===== config.mk =====
export PLATFORM = sky130hd
export DESIGN_NAME = mem_access_stage
export DESIGN_NICKNAME = d
export VERILOG_FILES = /design/src/rtl/mem_stage_pkg.sv /design/src/rtl/mem_wb_reg.sv /design/src/rtl/mem_access_stage.sv
export SDC_FILE = /design/constraint.sdc
export NUM_CORES = 1
export LEC_CHECK = 0
export ABC_AREA = 1
export CAP_MARGIN = 40
export CORE_AREA = 2 2 161 163
export DETAILED_ROUTE_END_ITERATION = 8
export DIE_AREA = 0 0 163 165
export PLACE_DENSITY = 0.71
export SLEW_MARGIN = 20
export SYNTH_ARGS = -nofsm -noshare
export SYNTH_HDL_FRONTEND = slang
export SYNTH_SLANG_ARGS = --single-unit

===== constraint.sdc =====
create_clock -name clk -period 2.55 [get_ports clk]
set_input_delay 0.51 -clock clk [delete_from_list [all_inputs] [get_ports clk]]
set_output_delay 0.51 -clock clk [all_outputs]
set_load 0.05 [all_outputs]

===== src/rtl/mem_stage_pkg.sv =====
// Shared types for the RV64 MEM stage: datapath width, FSM state encoding
// and the MEM/WB pipeline bundle with its bubble value.
package mem_stage_pkg;

  localparam int XLEN = 64;

  // FSM state encoding kept as plain constants for compatibility with older tools
  typedef logic [0:0] state_t;
  localparam state_t IDLE = 1'b0;
  localparam state_t WAIT = 1'b1;

  // Everything the MEM/WB register carries toward writeback
  typedef struct packed {
    logic            reg_write;
    logic            mem_to_reg;
    logic [4:0]      rd;
    logic [XLEN-1:0] alu_result;
    logic [XLEN-1:0] read_data;
    logic            misalign;
  } mem_wb_t;

  // A bubble must never write the register file or raise a trap
  localparam mem_wb_t MEM_WB_BUBBLE = '0;

endpackage


===== src/rtl/mem_wb_reg.sv =====
// MEM/WB pipeline register with load enable and bubble insertion.
// A bubble takes priority over a load so a stalled instruction never retires twice.
module mem_wb_reg
  import mem_stage_pkg::*;
(
  input  logic    clk,
  input  logic    reset,
  input  logic    load_en,
  input  logic    bubble,
  input  mem_wb_t d,
  output mem_wb_t q
);

  // Capture the next bundle, squash it to a bubble, or hold
  always_ff @(posedge clk or negedge reset) begin
    if (!reset) begin
      q <= '0;
    end else if (bubble) begin
      q <= MEM_WB_BUBBLE;
    end else if (load_en) begin
      q <= d;
    end
  end

endmodule


===== src/rtl/mem_access_stage.sv =====
// RV64 MEM stage: doubleword loads/stores over a req/ack data-memory port.
// Stalls upstream while an access is outstanding; ALU results pass in one cycle.
// Optional feature: define MISALIGN_TRAP_EN to trap accesses whose low three
// address bits are nonzero instead of silently truncating them.
// XLEN must match mem_stage_pkg::XLEN because the MEM/WB bundle uses it.
module mem_access_stage
  import mem_stage_pkg::*;
#(
  parameter int XLEN_P = XLEN,
  parameter int ADDR_W = 12
) (
  input  logic              clk,
  input  logic              reset,
  input  logic              RegWriteM,
  input  logic              MemReadM,
  input  logic              MemWriteM,
  input  logic              MemToRegM,
  input  logic [4:0]        RD_M,
  input  logic [XLEN_P-1:0] ALU_ResultM,
  input  logic [XLEN_P-1:0] WriteDataM,
  output logic              StallM,
  output logic              dmem_req,
  output logic              dmem_we,
  output logic [ADDR_W-1:0] dmem_addr,
  output logic [XLEN_P-1:0] dmem_wdata,
  input  logic [XLEN_P-1:0] dmem_rdata,
  input  logic              dmem_ack,
  output logic              RegWriteW,
  output logic              MemToRegW,
  output logic [4:0]        RD_W,
  output logic [XLEN_P-1:0] ALU_ResultW,
  output logic [XLEN_P-1:0] ReadDataW,
  output logic              MisalignW
);

  state_t  state;
  logic    mem_op;
  logic    misaligned;
  logic    issue;
  logic    done;
  mem_wb_t wb_next;
  mem_wb_t wb_q;
  logic    unused_addr_bits;

  // A load with the write bit also set is treated as a plain load
  assign mem_op = MemReadM | MemWriteM;

`ifdef MISALIGN_TRAP_EN
  assign misaligned = mem_op & (ALU_ResultM[2:0] != 3'b000);
`else
  assign misaligned = 1'b0;
`endif

  // Only the doubleword index reaches the memory port
  assign unused_addr_bits = ^{ALU_ResultM[XLEN_P-1:ADDR_W+3], ALU_ResultM[2:0]};

  assign issue  = (state == IDLE) && mem_op && !misaligned;
  assign done   = (state == WAIT) && dmem_ack;
  assign StallM = issue || ((state == WAIT) && !dmem_ack);

  // Request FSM: latch the access on issue, hold it steady until ack
  always_ff @(posedge clk or negedge reset) begin
    if (!reset) begin
      state      <= IDLE;
      dmem_req   <= 1'b0;
      dmem_we    <= 1'b0;
      dmem_addr  <= '0;
      dmem_wdata <= '0;
    end else if (issue) begin
      state      <= WAIT;
      dmem_req   <= 1'b1;
      dmem_we    <= MemWriteM & ~MemReadM;
      dmem_addr  <= ALU_ResultM[ADDR_W+2:3];
      dmem_wdata <= WriteDataM;
    end else if (done) begin
      state      <= IDLE;
      dmem_req   <= 1'b0;
    end
  end

  // Assemble the writeback bundle; load data is only meaningful on the ack cycle
  always_comb begin
    wb_next            = MEM_WB_BUBBLE;
    wb_next.reg_write  = RegWriteM & ~misaligned;
    wb_next.mem_to_reg = MemToRegM;
    wb_next.rd         = RD_M;
    wb_next.alu_result = ALU_ResultM;
    wb_next.read_data  = (done && !dmem_we) ? dmem_rdata : '0;
    wb_next.misalign   = misaligned;
  end

  mem_wb_reg u_mem_wb_reg (
    .clk     (clk),
    .reset   (reset),
    .load_en (!StallM),
    .bubble  (StallM),
    .d       (wb_next),
    .q       (wb_q)
  );

  assign RegWriteW   = wb_q.reg_write;
  assign MemToRegW   = wb_q.mem_to_reg;
  assign RD_W        = wb_q.rd;
  assign ALU_ResultW = wb_q.alu_result;
  assign ReadDataW   = wb_q.read_data;
  assign MisalignW   = wb_q.misalign;

endmodule


==> results by group <==
Floorplanning
  • Die H: 165 um
  • Initial Util: 0.297
  • Die X: 163 um
  • Core area: 25,000 um2
  • Rows: 58
  • Die Area: 26,900 um2
  • Ports: 419

Layout
  • Final nets: 1,385
  • Share of cells above drive strength 1: 0.0500
  • Total area of sequential cells: 5330 um2
  • N_diodes: 0
  • Area of the multi-input gates: 1440 um2
  • FILL cells: 2,272
  • Area growth syn-to-layout: 73.0%
  • Final core occ: 0.514

GRT
  • Largest net degree at the start of global routing: 72
  • First-pass GRT wire length: 34,400 um
  • Total global routing overflow: 0
  • Total track usage: 0.164
  • Vias in the first global route: 6,340
  • Initial antenna violation count: 0

Critical path
  • Worst path cell trace: clkdlybuf4s50_1
  • Reg2reg end: u_mem_wb_reg.q[114]$_DFF_PN0_
  • Flop-to-flop setup slack: 1.13 ns
  • CP peak stage delay: 0.84 ns
  • RR Startpoint: state$_DFFE_PN0P_
  • Buf/Inv on CP: 1
  • Req. time, crit path: 2.04 ns
  • Setup crit start kind: flip-flop
  • CP top delay family: buffers and inverters
  • Critical Path AT: 1.79 ns
  • CP max stage cell: clkdlybuf4s50_1
  • R2R depth: 5
  • WS Path Type: flip-flop to output port
  • CP endpoint kind: output port
  • Worst Path Max Fanout: 4

Detailed routing
  • Remaining DRCs: 0
  • Vias per Instance: 4.00
  • DRT Wirelength: 22,800 um
  • DRT Pass-1 Iters: 4
  • Via count: 6,118
  • DR WL/cell: 14.9 um
  • DRT iter0 DRCs: 396
  • Post-route ant nets: 0

Outcome
  • Status: finished clean

Placed design
  • Placer Congestion: 0.858
  • Port bufs: 417
  • Dpl hpwl: 16,800 um

Clock tree
  • CTS Root Buffer Type: clkbuf_16
  • Post-CTS sizing: 0
  • CTS H-Tree Depth: 1
  • TritonCTS clock tree: yes
  • CTS Sinks: 213
  • Post-CTS Setup Inserts: 0
  • Clk pin slew, worst setup/hold paths: 0.06 ns
  • Clock Path Buffers: 3
  • CTS Buf Count: 25
  • CTS Hold Bufs: 1
  • Clk_lat worst skew: 0.51 ns

STA
  • Clock skew: 0.0118 ns
  • Final min period: 2.30 ns
  • Fin Hold WS: 0.477 ns
  • Final Setup Violations: 0
  • Final Cycle Share: 0.901
  • Maximum operating frequency: 435 MHz
  • Slew HR: 0.627
  • Least-Margin Pin Slew: 0.558 ns
  • Setup TNS: 0 ns
  • Fin. Hold Viols: 0
  • Slew Limit Fails: 0
  • RSZ-0062 raised after global routing: false

Worst hold path
  • Hold Path Cell Cnt: 2
  • Hold Crit Start: dmem_addr[2]$_DFFE_PN0P_
  • Worst hold endpoint: dmem_addr[2]$_DFFE_PN0P_
  • HP Class: flip-flop to flip-flop

Job
  • Max-cap violations: 0

Yosys
  • Largest area contributor in the netlist: dfrtp_1
  • Number of synthesized flops with an enable pin: 0
  • Area share of the largest cell type after synthesis: 0.717
  • Mapped cell area: 7430 um2
  • Yosys warns: 0
  • Post-synth top cells: 230 x nand2_1, 213 x dfrtp_1, 137 x inv_1
  • Yosys cell types: 15
  • Synth Instances: 754
  • Asr flop ratio synth: 1.00
  • Top_reg_cell synth: dfrtp_1
  • Count leader, synth: nand2_1
  • Seq/Total Area, Yosys: 0.717
  • Number of synthesized register bits: 213
  • Largest cells by area after synthesis: dfrtp_1 72%, nand2_1 12%, inv_1 6.9%, nor2_1 6.8%, buf_2 0.94%
  • Post-Syn Nets: 958
  • Mapped Avg Cell Area: 9.86 um2

Pwr
  • Total power draw: 14,400 uW
  • P_leak: 0.00653 uW
  • Power Density: 1120 nW/um2
  • Worst VDD drop: 0.000622 V
-- flip-flops by register name, indices dropped and copies added (netlist names) --
signal and count:
state 1, u_mem_wb_reg.q 135, dmem_addr 12, dmem_we 1, dmem_wdata 64
-- routing by layer --
layer  GRT usage  wire length (um)
met1       0.192              8800
met2       0.289             11500
met4      0.0619               672
met5           0                 0
met3      0.0447              1850
-- layout make-up --
class,instances,area share
timing repair buffer,430,0.338
sequential,213,0.415
tap,330,0.0321
clock buffer,38,0.0579
inverter,138,0.0403
clock inverter,7,0.00496
multi-input combinational,373,0.112
-- cells in the final DEF, fill, tap and decap left out, drive strengths merged --
cell / n
clkinv: 5
bufinv: 1
nand3: 3
dlygate4sd3: 1
a21boi: 1
clkbuf: 39
o21ai: 1
inv: 139
conb: 1
nor2: 135
dfrtp: 213
clkdlybuf4s50: 415
nand2: 232
buf: 13
-- where the power goes --
part           switching (uW)  total, uW  internal [uW]
logic                    4330       6340           2010
clock network            1360       3460           2100
registers                 372       4570           4190
total                    6050      14400           8310
-- worst max-delay path by stage --
stage	startpoint	to	slack, ns	depth (start not counted)
floorplan	state$_DFFE_PN0P_	StallM	0.75	3
global placement	MemReadM	StallM	0.39	4
detailed placement	dmem_ack	StallM	0.40	5
CTS	state$_DFFE_PN0P_	dmem_req	0.23	1
global route	state$_DFFE_PN0P_	dmem_req	0.19	1
finish	state$_DFFE_PN0P_	dmem_req	0.25	1
-- kinds of logic after synthesis --
| logic type | Yosys count | share of synthesized area |
|---|---|---|
| compound gates | 2 | 0.00219 |
| buf+inv | 168 | 0.0913 |
| flops | 213 | 0.717 |
| other cells | 1 | 0.000505 |
| simple gates | 370 | 0.189 |
-- metrics by stage --
step | std cells | area, um2 | setup slack (ns)
after CTS | 1529 | 12900 | 0.232
final | 1529 | 12900 | 0.252
after global routing | 1529 | 12900 | 0.195
after floorplan | 754 | 7430 | 0.754
after global placement | 1483 | 12000 | 0.394
after detailed placement | 1483 | 12000 | 0.399
Note: power is estimated with default switching activity, not from simulation.
